## config.mk

```make
export PLATFORM = sky130hd
export DESIGN_NAME = divisor
export DESIGN_NICKNAME = d
export VERILOG_FILES = /design/src/rtl/divisor.sv
export SDC_FILE = /design/constraint.sdc
export NUM_CORES = 1
export LEC_CHECK = 0
export CORE_UTILIZATION = 44
export CTS_BUF_LIST = sky130_fd_sc_hd__clkbuf_4
export DETAILED_ROUTE_END_ITERATION = 6
export DONT_BUFFER_PORTS = 1
export PLACE_DENSITY = 0.66
export SYNTH_ARGS = -nofsm -noshare
export SYNTH_HDL_FRONTEND = slang
export SYNTH_SLANG_ARGS = --single-unit
```

## constraint.sdc

```tcl
create_clock -name clk -period 4.5 [get_ports clk]
set_clock_uncertainty 0.15 [all_clocks]
set_input_delay 0.675 -clock clk [delete_from_list [all_inputs] [get_ports clk]]
set_output_delay 0.675 -clock clk [all_outputs]
set_load 0.01 [all_outputs]
```

## src/rtl/divisor.sv

```systemverilog
// Sequential restoring divider: unsigned DV / DR, one quotient bit per two clock cycles.
// Optional build macro DIV_ZERO_FLAG_EN adds the dz port and a fast divide-by-zero path.
module divisor #(
    parameter int unsigned WIDTH = 4
) (
    input  logic             clk,
    input  logic             rst,
    input  logic             init,
    input  logic [WIDTH-1:0] DV,
    input  logic [WIDTH-1:0] DR,
    output logic             busy,
    output logic             done,
    output logic [WIDTH-1:0] quotient,
`ifdef DIV_ZERO_FLAG_EN
    output logic [WIDTH-1:0] remainder,
    output logic             dz
`else
    output logic [WIDTH-1:0] remainder
`endif
);

    localparam int unsigned CW = $clog2(WIDTH + 1);

    typedef enum logic [2:0] {
        START = 3'd0,
        SHIFT = 3'd1,
        SUB   = 3'd2,
        DONE  = 3'd3,
        ZERO  = 3'd4
    } state_t;

    state_t           state;
    logic [WIDTH:0]   r_reg;
    logic [WIDTH-1:0] q_reg;
    logic [WIDTH-1:0] d_reg;
    logic [CW-1:0]    cnt;

    logic             ge_c;
    logic [WIDTH:0]   r_next_c;
    logic [WIDTH-1:0] q_next_c;

    // Trial subtraction; keep the partial remainder when the divisor does not fit.
    always_comb begin
        ge_c     = (r_reg >= {1'b0, d_reg});
        r_next_c = r_reg;
        if (ge_c) begin
            r_next_c = r_reg - {1'b0, d_reg};
        end
        q_next_c = {q_reg[WIDTH-1:1], ge_c};
    end

    always_ff @(posedge clk) begin
        if (rst) begin
            state     <= START;
            busy      <= 1'b0;
            done      <= 1'b0;
            quotient  <= '0;
            remainder <= '0;
            r_reg     <= '0;
            q_reg     <= '0;
            d_reg     <= '0;
            cnt       <= '0;
`ifdef DIV_ZERO_FLAG_EN
            dz        <= 1'b0;
`endif
        end else begin
            case (state)
                START: begin
                    if (init) begin
                        r_reg <= '0;
                        q_reg <= DV;
                        d_reg <= DR;
                        cnt   <= CW'(WIDTH);
                        busy  <= 1'b1;
`ifdef DIV_ZERO_FLAG_EN
                        dz    <= 1'b0;
                        if (DR == '0) begin
                            state <= ZERO;
                        end else begin
                            state <= SHIFT;
                        end
`else
                        state <= SHIFT;
`endif
                    end
                end
                SHIFT: begin
                    {r_reg, q_reg} <= {r_reg[WIDTH-1:0], q_reg, 1'b0};
                    cnt            <= cnt - CW'(1);
                    state          <= SUB;
                end
                SUB: begin
                    r_reg <= r_next_c;
                    q_reg <= q_next_c;
                    if (cnt == '0) begin
                        quotient  <= q_next_c;
                        remainder <= r_next_c[WIDTH-1:0];
                        done      <= 1'b1;
                        state     <= DONE;
                    end else begin
                        state <= SHIFT;
                    end
                end
                DONE: begin
                    done  <= 1'b0;
                    busy  <= 1'b0;
                    state <= START;
                end
`ifdef DIV_ZERO_FLAG_EN
                // Divide-by-zero short cut: q_reg still holds the captured dividend.
                ZERO: begin
                    quotient  <= '1;
                    remainder <= q_reg;
                    dz        <= 1'b1;
                    done      <= 1'b1;
                    state     <= DONE;
                end
`endif
                default: begin
                    state <= START;
                end
            endcase
        end
    end

endmodule

```

* Yosys cells after proc, flatten, opt, wreduce, memory -nomap -nowiden *
Index checks and enable logic that the tools add are counted.

storage, ports and cells
  bits in registers = 29
  input bits = 11
  output and inout bits = 10
  logic and storage cells = 49

operators by class
  $add $sub $neg = 2
  magnitude comparators = 1
  eq/ne operators = 6
  multiplexer cells = 14
  bitwise logic cells = 1
  reductions and logical operators = 14

operator list
  cell                                                  count
  case mux 5 bit (3 select lines)                       1
  case mux 4 bit (3 select lines)                       1
  AND reduction 2 bit                                   6
  two-way mux 5 bit                                     2
  case mux 3 bit (3 select lines)                       1
  equality test 3 x 2 -> 1 bit (second input constant)  2
  logical NOT 3 bit                                     2
  two-way mux 3 bit                                     2
  inequality test 2 bit (second input constant)         3
  case mux 3 bit (2 select lines)                       1
  AND reduction 3 bit                                   2
  nonzero test 2 bit                                    3
  greater-or-equal comparator 5 x 4 -> 1 bit            1
  subtractor 5 x 4 -> 5 bit                             1
  two-way mux 4 bit                                     1
  case mux 1 bit (2 select lines)                       2
  equality test 3 x 1 -> 1 bit (second input constant)  1
  nonzero test 3 bit                                    1
  subtractor 3 x 1 -> 3 bit (second input constant)     1
  two-way mux 1 bit                                     2
  two-way mux 2 bit                                     1
  inverter 1 bit                                        1

* Logic depth before layout (Yosys ltp) *
  depth in word-level cells = 3
  gate-level depth with buffers = 9
  depth with buffers taken out = 8

* Worst setup path after synthesis *
Ideal clock, no wire load.

  path type = reg2reg
  from = register d_reg[1]
  to = register remainder[0]
  setup time = 0.088 ns
  data arrival time = 1.775 ns
  data required time = 4.262 ns
  setup slack = 2.487 ns
  cell stages (with the launch flop) = 8
  buffers on the path = 0
  clock period less this slack = 2.013 ns
  path through = dfxtp_1 -> inv_1 -> ha_1 -> nor2b_4 -> o31a_4 -> nor2_4 -> mux2_4 -> o31ai_1

on the way
  longest elaborated chain between the ends = 2

RTL lines
  item                                        RTL line  source
  start, declared                             35        logic [WIDTH-1:0] d_reg;
  start signal, assigned                      61        d_reg <= '0;
  start signal, assigned                      72        d_reg <= DR;
  greater-or-equal comparator 5 x 4 -> 1 bit  44        ge_c = (r_reg >= {1'b0, d_reg});
  two-way mux 5 bit                           46        if (ge_c) begin
  end signal, assigned                        97        remainder <= r_next_c[WIDTH-1:0];
  end, declared                               18        output logic [WIDTH-1:0] remainder

No other way between the ends. The select of a mux whose other input is x is not followed.
A chain may end at the register's enable or synchronous reset.

* Worst setup path in the final report *
  from = register state[0]
  to = register remainder[3]

on the way
  longest elaborated chain between the ends = 2

RTL lines
  item                                  RTL line  source
  start, declared                       32        state_t state;
  start signal, assigned                54        state <= START;
  start signal, assigned                83        state <= SHIFT;
  start signal, assigned                90        state <= SUB;
  equality test 3 x 2 -> 1 bit          67        case (state)
  AND reduction 2 bit (no source line)  --

No other way between the ends.

==> flow_summary.json <==
{
  "setup_tns_ns": 0,
  "design.core.area_um2": 3420,
  "startpoint": "state[0]$_SDFFE_PP0P_",
  "ios": 21,
  "crit_chain": "inv_1 -> ha_1 -> nand3_1 -> or4_1 -> a21oi_1",
  "htreeDepth": 1,
  "peakVddDrop_mv": 0.210,
  "regArea_um2": 561,
  "status": "completed",
  "crit_required_ns": 4.62,
  "drcViolationCount": 0,
  "synth_area_leaders": "dfxtp_1, ha_1, nand2_1, a21oi_1, nor2_1",
  "yosysTopAreaCell": "dfxtp_1",
  "area_growth_pct": 2.73,
  "final_area_um2": 1650,
  "synth.cell_area_um2": 1610,
  "largest_reg_flops": 5,
  "p_per_area_nw_per_um2": 387,
  "ys_types": 46,
  "finalHoldViolCount": 0,
  "tightest_slew_ns": 0.474,
  "slowest_stage": "or4_1",
  "cp-end-kind": "flip-flop",
  "drive_gt1_share_pct": 6.35,
  "crit-reg2reg-launch": "state[0]$_SDFFE_PP0P_",
  "start_kind": "flip-flop",
  "cts_hold_buf": 0,
  "hp-start": "rst",
  "viasPerCell": 5.86,
  "dp_hpwl_um": 2610,
  "postCtsResizedCells": 0,
  "placed_area_um2": 1630,
  "start_util_pct": 47.0,
  "ys.flop_type": "dfxtp_1",
  "ys_seq_area_share_pct": 34.9,
  "io_buffers": 0,
  "synth_async_sr_flop_share_pct": 0,
  "finalCritPeriodShare_pct": 51.5,
  "clk_pin_slew_ns": 0.14,
  "clk_path_buf_depth": 2,
  "antenna_cells": 0,
  "cts.sinks": 28,
  "syn_inst": 194,
  "drv_slew": 0,
  "post_drt_wl_per_cell_um": 14.7,
  "grt_usage_pct": 18.6,
  "antenna_found_initial": 0,
  "grt_max_degree": 31,
  "dr_total_vias": 1377,
  "grt_pass1_vias": 1329,
  "insertion_delay_ns": 0.32,
  "leakage_nw": 0.578,
  "drt_iter0_markers": 85,
  "die_h_um": 62.4,
  "total_power_uw": 639,
  "cts_inserted_buffers": 3,
  "final.min_clock_period_ns": 2.32,
  "rsz0062_at_grt": "false",
  "dieArea_um2": 3900,
  "multi_input_area_um2": 961,
  "cts_tree": "done",
  "drt-pass1-iter-count": 4,
  "clock-root-buffer": "clkbuf_4",
  "max_freq_mhz": 432,
  "synth_top_area_share_pct": 34.9,
  "die_w_um": 62.4,
  "hold-worst-slack_ns": 0.247,
  "syn-num-nets": 216,
  "syn_avg_cell_area_um2": 8.28,
  "max_cap_violations": 0,
  "synth_edf_count": 0,
  "grt_pass1_wl_um": 5870,
  "slowest_delay_ns": 0.61,
  "nNetsFinal": 213,
  "synth_warnings": 0,
  "gr-total-overflow": 0,
  "nFillCells": 355,
  "detail-route-antenna-nets": 0,
  "hold_path_class": "primary input to flip-flop",
  "utilization_pct": 48.3,
  "setup_violations": 0,
  "maxSlewHeadroom_pct": 68.4,
  "crit_fanout": 14,
  "path_class": "flip-flop to flip-flop",
  "ys_ff_latch": 28,
  "post_cts_buffers": 0,
  "drt_wl_total_um": 3450,
  "crit_arrival_ns": 2.44,
  "rows": 21,
  "place_congestion": 0.873
}
==> metal layers <==
layer,wire length (µm),global-route usage (%)
met3,205,5.29
met1,1600,22.5
met5,0,0
met4,16,3.20
met2,1620,32.7
==> through the flow <==
step,std cells,setup slack (ns)
global route,235,1.99
CTS,235,2.16
detailed placement,232,2.21
floorplan,194,2.49
finish,235,2.18
global placement,232,2.32
==> logic make-up (layout without fill, tap and decap cells) <==
logic type,Yosys count,count (layout),share of synthesized area (%)
buffers and inverters,21,16,5.30
flip-flops,28,28,34.9
multiplexers,3,3,2.49
AO/OA/AOI/OAI,51,51,22.8
XOR/XNOR,1,1,0.545
AND/OR/NAND/NOR,79,79,24.9
adder cells (fa/ha/maj),11,11,9.03
==> synth_stat cells, types with 3 or more instances <==
library cell  count
nand3_1          11
nor2_1           16
inv_1            13
a221oi_1          5
nor2b_1           3
a31oi_1           3
nand2b_1          5
a311oi_1          3
a211o_1           4
dfxtp_1          28
a21oi_1          16
clkbuf_1          5
o21ai_0           4
ha_1             10
a211oi_1          4
nand2_1          27
==> cells in the final DEF (no fill, tap or decap), drive strengths merged, types with 2 or more instances in the layout <==
cell type   n
or2b        2
o31ai       2
a31oi       3
a221oi      6
nand2b      5
a311oi      3
nor4        2
nand3b      2
ha         10
nand2      28
nand3      11
o21a        2
dfxtp      28
nor2b       4
o21ai       5
nor2       18
a211o       4
a211oi      4
inv        13
a21oi      16
clkbuf      3
mux2        2
==> power by group <==
group,leakage (nW),internal (mW),total [mW],switching (mW)
clock network,0.0138,0.0314,0.101,0.0700
logic,0.336,0.0895,0.231,0.142
registers,0.229,0.278,0.306,0.0279
total,0.578,0.399,0.639,0.240
==> worst max-delay path: cells and delay by family, from the launching register on <==
family,cells,cell delay [ns]
buf+inv,1,0.11
compound gates,1,0.14
fa+ha+maj,1,0.46
flops,1,0.38
simple gates,2,1.01
==> cell type report <==
class / instances / area share (%)
Inverter: 13 / 2.96
Sequential cell: 28 / 34.0
Clock buffer: 3 / 1.36
Multi-Input combinational cell: 145 / 58.2
Tap cell: 46 / 3.49
==> final timing paths <==
kind                               endpoint  slack, ns  cells after the start
setup / recovery  remainder[3]$_SDFFE_PP0P_       2.18                      5
hold / removal    remainder[3]$_SDFFE_PP0P_       0.25                      1
setup reg to reg  remainder[3]$_SDFFE_PP0P_       2.18                      5
hold reg to reg       d_reg[3]$_SDFFE_PP0P_       0.32                      2
Power figures use the tool's default switching activity.
